--- src/rtl/seq_divider64.sv ---
// rtl/seq_divider64.sv - restoring divider, one quotient bit per clock, start/busy/done handshake
// Define SIGNED_DIV_EN to honour is_signed (truncating two's-complement divide with MIN/-1 overflow flag).
module seq_divider64 #(
    parameter int WIDTH = 64
) (
    input  logic             clk,
    input  logic             rst_n,
    input  logic             start,
    input  logic [WIDTH-1:0] dividend,
    input  logic [WIDTH-1:0] divisor,
    input  logic             is_signed,
    output logic             busy,
    output logic             done,
    output logic [WIDTH-1:0] quotient,
    output logic [WIDTH-1:0] remainder,
    output logic             div_by_zero,
    output logic             overflow
);

    localparam int CW = $clog2(WIDTH + 1);
    localparam logic [CW-1:0] CNT_INIT = CW'(WIDTH);

    typedef enum logic [1:0] {
        S_IDLE = 2'd0,
        S_RUN  = 2'd1,
        S_DONE = 2'd2
    } state_t;

    state_t           state_q;
    logic [CW-1:0]    cnt_q;
    logic [WIDTH-1:0] r_q;
    logic [WIDTH-1:0] a_q;
    logic [WIDTH-1:0] d_q;
    logic [WIDTH-1:0] quotient_q;
    logic [WIDTH-1:0] remainder_q;
    logic             busy_q;
    logic             done_q;
    logic             dbz_q;

    logic [WIDTH:0]   rem_sh;
    logic [WIDTH+1:0] diff;
    logic             fits;
    logic [WIDTH-1:0] r_d;
    logic [WIDTH-1:0] a_d;
    logic [WIDTH-1:0] mag_a;
    logic [WIDTH-1:0] mag_b;
    logic [WIDTH-1:0] quo_fin;
    logic [WIDTH-1:0] rem_fin;
    logic             unused_diff_bit;

    // The partial remainder can reach 2*D-1 after the shift, so the compare needs one extra bit.
    assign rem_sh          = {r_q, a_q[WIDTH-1]};
    assign diff            = {1'b0, rem_sh} - {2'b00, d_q};
    assign fits            = ~diff[WIDTH+1];
    assign r_d             = fits ? diff[WIDTH-1:0] : rem_sh[WIDTH-1:0];
    assign a_d             = {a_q[WIDTH-2:0], fits};
    assign unused_diff_bit = diff[WIDTH];

`ifdef SIGNED_DIV_EN
    localparam logic [WIDTH-1:0] MIN_VAL = {1'b1, {(WIDTH-1){1'b0}}};

    logic neg_quo_q;
    logic neg_rem_q;
    logic ovf_pend_q;
    logic ovf_q;
    logic a_neg;
    logic b_neg;
    logic is_ovf;

    assign a_neg   = is_signed & dividend[WIDTH-1];
    assign b_neg   = is_signed & divisor[WIDTH-1];
    assign mag_a   = a_neg ? (~dividend + 1'b1) : dividend;
    assign mag_b   = b_neg ? (~divisor + 1'b1) : divisor;
    assign is_ovf  = is_signed && (dividend == MIN_VAL) && (divisor == {WIDTH{1'b1}});
    assign quo_fin = neg_quo_q ? (~a_d + 1'b1) : a_d;
    assign rem_fin = neg_rem_q ? (~r_d + 1'b1) : r_d;
    assign overflow = ovf_q;

    // Magnitude of MIN is MIN itself, so MIN/-1 naturally yields quotient MIN and remainder 0.
    always_ff @(posedge clk or negedge rst_n) begin
        if (!rst_n) begin
            neg_quo_q  <= 1'b0;
            neg_rem_q  <= 1'b0;
            ovf_pend_q <= 1'b0;
            ovf_q      <= 1'b0;
        end else if (state_q == S_IDLE && start) begin
            neg_quo_q  <= a_neg ^ b_neg;
            neg_rem_q  <= a_neg;
            ovf_pend_q <= is_ovf;
            ovf_q      <= 1'b0;
        end else if (state_q == S_RUN && cnt_q == {{(CW-1){1'b0}}, 1'b1}) begin
            ovf_q      <= ovf_pend_q;
        end
    end
`else
    logic unused_is_signed;

    assign unused_is_signed = is_signed;
    assign mag_a    = dividend;
    assign mag_b    = divisor;
    assign quo_fin  = a_d;
    assign rem_fin  = r_d;
    assign overflow = 1'b0;
`endif

    always_ff @(posedge clk or negedge rst_n) begin
        if (!rst_n) begin
            state_q     <= S_IDLE;
            cnt_q       <= '0;
            r_q         <= '0;
            a_q         <= '0;
            d_q         <= '0;
            quotient_q  <= '0;
            remainder_q <= '0;
            busy_q      <= 1'b0;
            done_q      <= 1'b0;
            dbz_q       <= 1'b0;
        end else begin
            case (state_q)
                S_IDLE: begin
                    done_q <= 1'b0;
                    if (start) begin
                        busy_q <= 1'b1;
                        r_q    <= '0;
                        a_q    <= mag_a;
                        d_q    <= mag_b;
                        cnt_q  <= CNT_INIT;
                        if (divisor == '0) begin
                            state_q     <= S_DONE;
                            done_q      <= 1'b1;
                            dbz_q       <= 1'b1;
                            quotient_q  <= '1;
                            remainder_q <= dividend;
                        end else begin
                            state_q <= S_RUN;
                            dbz_q   <= 1'b0;
                        end
                    end
                end
                S_RUN: begin
                    r_q   <= r_d;
                    a_q   <= a_d;
                    cnt_q <= cnt_q - 1'b1;
                    if (cnt_q == {{(CW-1){1'b0}}, 1'b1}) begin
                        state_q     <= S_DONE;
                        done_q      <= 1'b1;
                        quotient_q  <= quo_fin;
                        remainder_q <= rem_fin;
                    end
                end
                S_DONE: begin
                    state_q <= S_IDLE;
                    busy_q  <= 1'b0;
                    done_q  <= 1'b0;
                end
                default: begin
                    state_q <= S_IDLE;
                    busy_q  <= 1'b0;
                    done_q  <= 1'b0;
                end
            endcase
        end
    end

    assign busy        = busy_q;
    assign done        = done_q;
    assign quotient    = quotient_q;
    assign remainder   = remainder_q;
    assign div_by_zero = dbz_q;

endmodule

--- config.mk ---
export PLATFORM = sky130hd
export DESIGN_NAME = seq_divider64
export DESIGN_NICKNAME = d
export VERILOG_FILES = /design/src/rtl/seq_divider64.sv
export SDC_FILE = /design/constraint.sdc
export NUM_CORES = 1
export LEC_CHECK = 0
export CAP_MARGIN = 0
export CORE_ASPECT_RATIO = 0.6
export CORE_MARGIN = 2
export CORE_UTILIZATION = 45
export DETAILED_ROUTE_END_ITERATION = 12
export DONT_BUFFER_PORTS = 1
export GPL_TIMING_DRIVEN = 0
export PLACE_DENSITY_LB_ADDON = 0.05
export SLEW_MARGIN = 40
export SYNTH_ARGS = -nofsm -noshare
export SYNTH_HDL_FRONTEND = slang
export SYNTH_SLANG_ARGS = --single-unit
export TNS_END_PERCENT = 30
--- constraint.sdc ---
create_clock -name clk -period 5.5 [get_ports clk]
set_clock_uncertainty 0.1 [all_clocks]
set_input_delay 0.275 -clock clk [delete_from_list [all_inputs] [get_ports clk]]
set_output_delay 0.275 -clock clk [all_outputs]
set_load 0.05 [all_outputs]
# == After elaboration in Yosys (flattened, before gate mapping) ==
# Cells that the tools add are included.
# op_classes
add_sub_neg,2
n_reduce_logical,8
n_mux,25
bitwise_logic,2
n_eq_ne,5
# op_table
cell,count
64-bit 2-to-1 mux,9
64-bit one-hot mux with 2 select lines,4
65-bit by 64-bit subtractor with 66-bit output,1
64-bit logical NOT,1
7-bit one-hot mux with 2 select lines,1
2-bit AND reduction,4
7-bit by 1-bit equality test with 1-bit output (second input constant),1
7-bit 2-to-1 mux,1
7-bit by 1-bit subtractor with 7-bit output (second input constant),1
2-bit 2-to-1 mux,3
2-bit != test (second input constant),3
1-bit 2-to-1 mux,4
1-bit one-hot mux with 2 select lines,2
2-bit one-hot mux with 2 select lines,1
4-bit AND reduction,1
2-bit by 1-bit equality test with 1-bit output (second input constant),1
2-bit logical NOT,1
1-bit inverter,2
2-bit nonzero test,1
# totals
in_bits,132
regBits,332
output_inout_bits,132

# == Logic depth before layout (Yosys ltp) ==
# depth
word_depth,4
mapped_depth,16

# == Worst setup path after synthesis ==
# Ideal clock, no wire load.
# synth_timing
path_kind,register to register
startpoint,reg a_q[63]
endpoint,reg remainder_q[60] (netlist: remainder[60])
required_time_ns,5.323
setup_time_ns,0.077
path_slack_ns,2.179
arrival_ns,3.144
stages_incl_launch_ff,14
synth_period_minus_slack_ns,3.321
cell_sequence,dfrtp_1 inv_1 ha_1 fa_1 nand2b_1 a21oi_2 o211ai_1 a2111oi_2 o211a_1 o21bai_2 o21ai_0 a2111oi_0 or3_1 o21ai_1
# synth_via
elab_chain_len,4
# synth_rtl
element,line,source
start: declaration,32,logic [WIDTH-1:0] a_q;
start signal: assignment,125,a_q <= mag_a;
65-bit by 64-bit subtractor with 66-bit output,53,"assign diff = {1'b0, rem_sh} - {2'b00, d_q};"
64-bit 2-to-1 mux,55,assign r_d = fits ? diff[WIDTH-1:0] : rem_sh[WIDTH-1:0];
64-bit 2-to-1 mux,144,"if (cnt_q == {{(CW-1){1'b0}}, 1'b1}) begin"
64-bit one-hot mux with 2 select lines,119,case (state_q)
end signal: assignment,133,remainder_q <= dividend;
end signal: assignment,148,remainder_q <= rem_fin;
end: declaration,35,logic [WIDTH-1:0] remainder_q;
# Every way passes these cells. The select of a mux whose other input is x is not followed.
# A chain may end at the register's enable or synchronous reset.

# == Final worst setup path ==
# layout_timing
startpoint,reg a_q[63]
endpoint,reg r_q[60]
# layout_via
elab_chain_len,3
# layout_rtl
element,line,source
65-bit by 64-bit subtractor with 66-bit output,53,
64-bit 2-to-1 mux,55,
64-bit one-hot mux with 2 select lines,119,
end signal: assignment,141,r_q <= r_d;
end: declaration,31,logic [WIDTH-1:0] r_q;
# Every way passes these cells.

==> key figures <==
Worst setup path
  – Crit start category: register
  – Critical path's largest stage delay: 0.57 ns
  – Critical Path RT: 5.87 ns
  – Crit-path cells: inv_1 -> ha_1 -> fa_1 -> nand2b_1 -> a21oi_2 -> o211ai_1 -> a2111oi_2 -> o211a_1 -> o21bai_2 -> o21ai_1 -> a2111oi_0 -> or3_1 -> o21ai_1
  – Critical Path Most Common Cell: o21ai_1
  – Crit Path Category: reg -> reg
  – Crit end category: register
  – CP max stage cell: o21ai_1
  – Worst-path fanout max: 5
  – Crit path arrival time: 4.69 ns

Timing
  – Final setup viols: 0
  – Hold slack: -0.672 ns
  – Fmax achieved: 0.231 GHz
  – Final period util: 78.6%
  – Setup TNS: 0 ns
  – Final hold violation count: 332
  – Fin crit period: 4.32 ns
  – Max-slew violation count: 0
  – RSZ-0062 raised after global routing: false
  – Worst slew pin tran: 1.25 ns
  – Slew margin rel.: 16.5%

Die
  – I/O pin count: 264
  – Num rows: 58
  – Die width: 269 um
  – Core area: 41,700 um^2
  – Starting density of the core: 45.4%
  – Die Span Y: 163 um
  – Die area: 43,700 um^2

Logic synthesis
  – Post-synth EDFFs: 0
  – Yosys warns: 0
  – Sequential area share after synthesis: 43.9%
  – Syn Nets: 2,380
  – Syn Area/Cell: 8.67 um^2
  – Main flop type after synthesis: dfrtp_1
  – Post-synth cell types: 85
  – #FFs+latches synth: 332
  – Netlist Area Pre-Place: 18,900 um^2
  – Mapped Cells: 2,181
  – Ys async rst share: 100%

Run status
  – Failing checks: negative hold slack
  – Status: finished, violations left

Route
  – DRT met1 WL: 33.9 mm
  – Top sig layer: met5
  – Post-DRT Antenna Nets: 0
  – Pre-Repair DR Iteration Count: 7
  – Via density: 6.03
  – Final wirelength: 73.3 mm
  – WL met2: 30.8 mm
  – Met3 WL: 6.31 mm
  – # DRC: 0
  – Initial drt markers: 1,780
  – Routed vias: 17,800
  – Wire length per cell: 24.9 um

Place
  – DP HPWL: 55.0 mm
  – Number of I/O port buffers: 0
  – GPL Wtd Cong: 0.951

Hold path
  – HP Class: in -> async

Layout
  – Area Growth Syn to Fin: 16.9%
  – Most frequent cells in the layout: 332 x dfrtp_1, 250 x o21ai_0, 224 x nand2_1
  – Post-Route Utilization: 53.0%
  – Most common cell after layout, fill and taps aside: dfrtp_1
  – Layout cells sized above 1: 4.64%
  – Nets@finish: 2,546
  – FILL cells: 4,049

GRT
  – Total Routing Usage GR: 33.2%
  – Global-route wire length before repair: 108 mm
  – Initial antenna violation count: 4
  – Largest net degree at the start of global routing: 333
  – Vias in the first global route: 17,000
  – Total congestion overflow: 0

Clock network
  – Clk buf depth: 3
  – Cts repair resizes: 0
  – TritonCTS Buffers: 36
  – # hold bufs at CTS: 128
  – CTS sink cnt: 332
  – Clock transition at path regs: 0.07 ns
  – CTS tree: done
  – CTS root buf: clkbuf_16
  – Setup bufs post-CTS: 0
  – Clock latency at the later pin of the worst-skew pair: 0.55 ns
  – H-tree depth: 2

Run
  – Max_cap viols: 0
-- layer usage --
metal | track usage [%] | vias up
met4 | 9.70 | 6
met1 | 48.9 | 8807
met2 | 48.2 | 748
li1 | - | 8087
met3 | 7.57 | 114
met5 | 1.24 | -
-- synthesized netlist by cell type, types with 30 or more instances --
cell type | count | area [um^2]
ha_1 | 66 | 826
o21ai_0 | 251 | 1260
a211oi_1 | 33 | 248
nor2b_1 | 69 | 432
xnor2_1 | 30 | 263
mux2i_1 | 44 | 440
a21o_1 | 60 | 450
clkbuf_1 | 131 | 492
nor3_1 | 71 | 355
inv_1 | 87 | 327
nand2_1 | 224 | 841
a21oi_1 | 159 | 796
dfrtp_1 | 332 | 8310
a22oi_1 | 62 | 465
nor2_1 | 217 | 815
-- worst max-delay path: cells and delay by family, from the launching register on --
kind | cells | cell delay (ns)
AOI/OAI and AO/OA | 8 | 2.37
and+or+nand+nor | 2 | 0.67
adders and majority gates | 2 | 0.65
DFF | 1 | 0.38
buffers and inverters | 1 | 0.06
-- layout make-up --
type | instances | area [um^2] | share of cell area, %
sequential | 332 | 8310 | 37.6
antenna | 1 | 2.50 | 0.0113
multi-input combinational | 1609 | 9650 | 43.7
inverter | 88 | 330 | 1.49
buffer | 152 | 651 | 2.94
clock inverter | 10 | 101 | 0.459
clock buffer | 54 | 1060 | 4.79
tap | 570 | 713 | 3.23
timing repair buffer | 128 | 1280 | 5.80
-- state kept, by name (all words and copies together), names as in the netlist --
name and count:
quotient 64, a_q 64, div_by_zero 1, d_q 64
busy 1, r_q 64, done 1, cnt_q 7
state_q 2, remainder 64
-- per-stage QoR --
step | instance area, um^2 | hold WS, ns | worst slack, ns | std cells
after floorplan | 18900 | -0.121 | 2.18 | 2181
after global placement | 19600 | -0.108 | 0.193 | 2751
after detailed placement | 19600 | -0.110 | 1.07 | 2751
after CTS | 22100 | -0.676 | 1.28 | 2943
after global routing | 22100 | -0.689 | 0.995 | 2943
final | 22100 | -0.672 | 1.18 | 2944
-- worst paths after layout --
check	startpoint	endpoint	slack, ns	cells after the start
min	rst_n	d_q[51]$_DFFE_PN0P_	-0.67	0
min in group clk	dividend[43]	remainder[43]$_DFFE_PN0P_	0.02	3
max reg2reg	a_q[63]$_DFFE_PN0P_	r_q[60]$_DFFE_PN0P_	1.18	13
max in group asynchronous	rst_n	r_q[52]$_DFFE_PN0P_	4.95	0
max	a_q[63]$_DFFE_PN0P_	r_q[60]$_DFFE_PN0P_	1.18	13
min reg2reg	d_q[0]$_DFFE_PN0P_	d_q[0]$_DFFE_PN0P_	0.40	2
-- cell families (layout without fill, tap and decap cells) --
family          after synthesis  after routing  share of synthesized area, %
compound gates              720            720                          23.9
xor+xnor                     52             52                          2.41
fa+ha+maj                    67             67                          4.47
buf+inv                     240            432                          5.14
flops                       332            332                          43.9
mux                          46             46                          2.45
other cells                   1              2                        0.0198
simple gates                723            723                          17.7
Power is left out: the tool's default activity adds up to more than one toggle a clock period on the data nets, which glitch-free logic cannot reach.
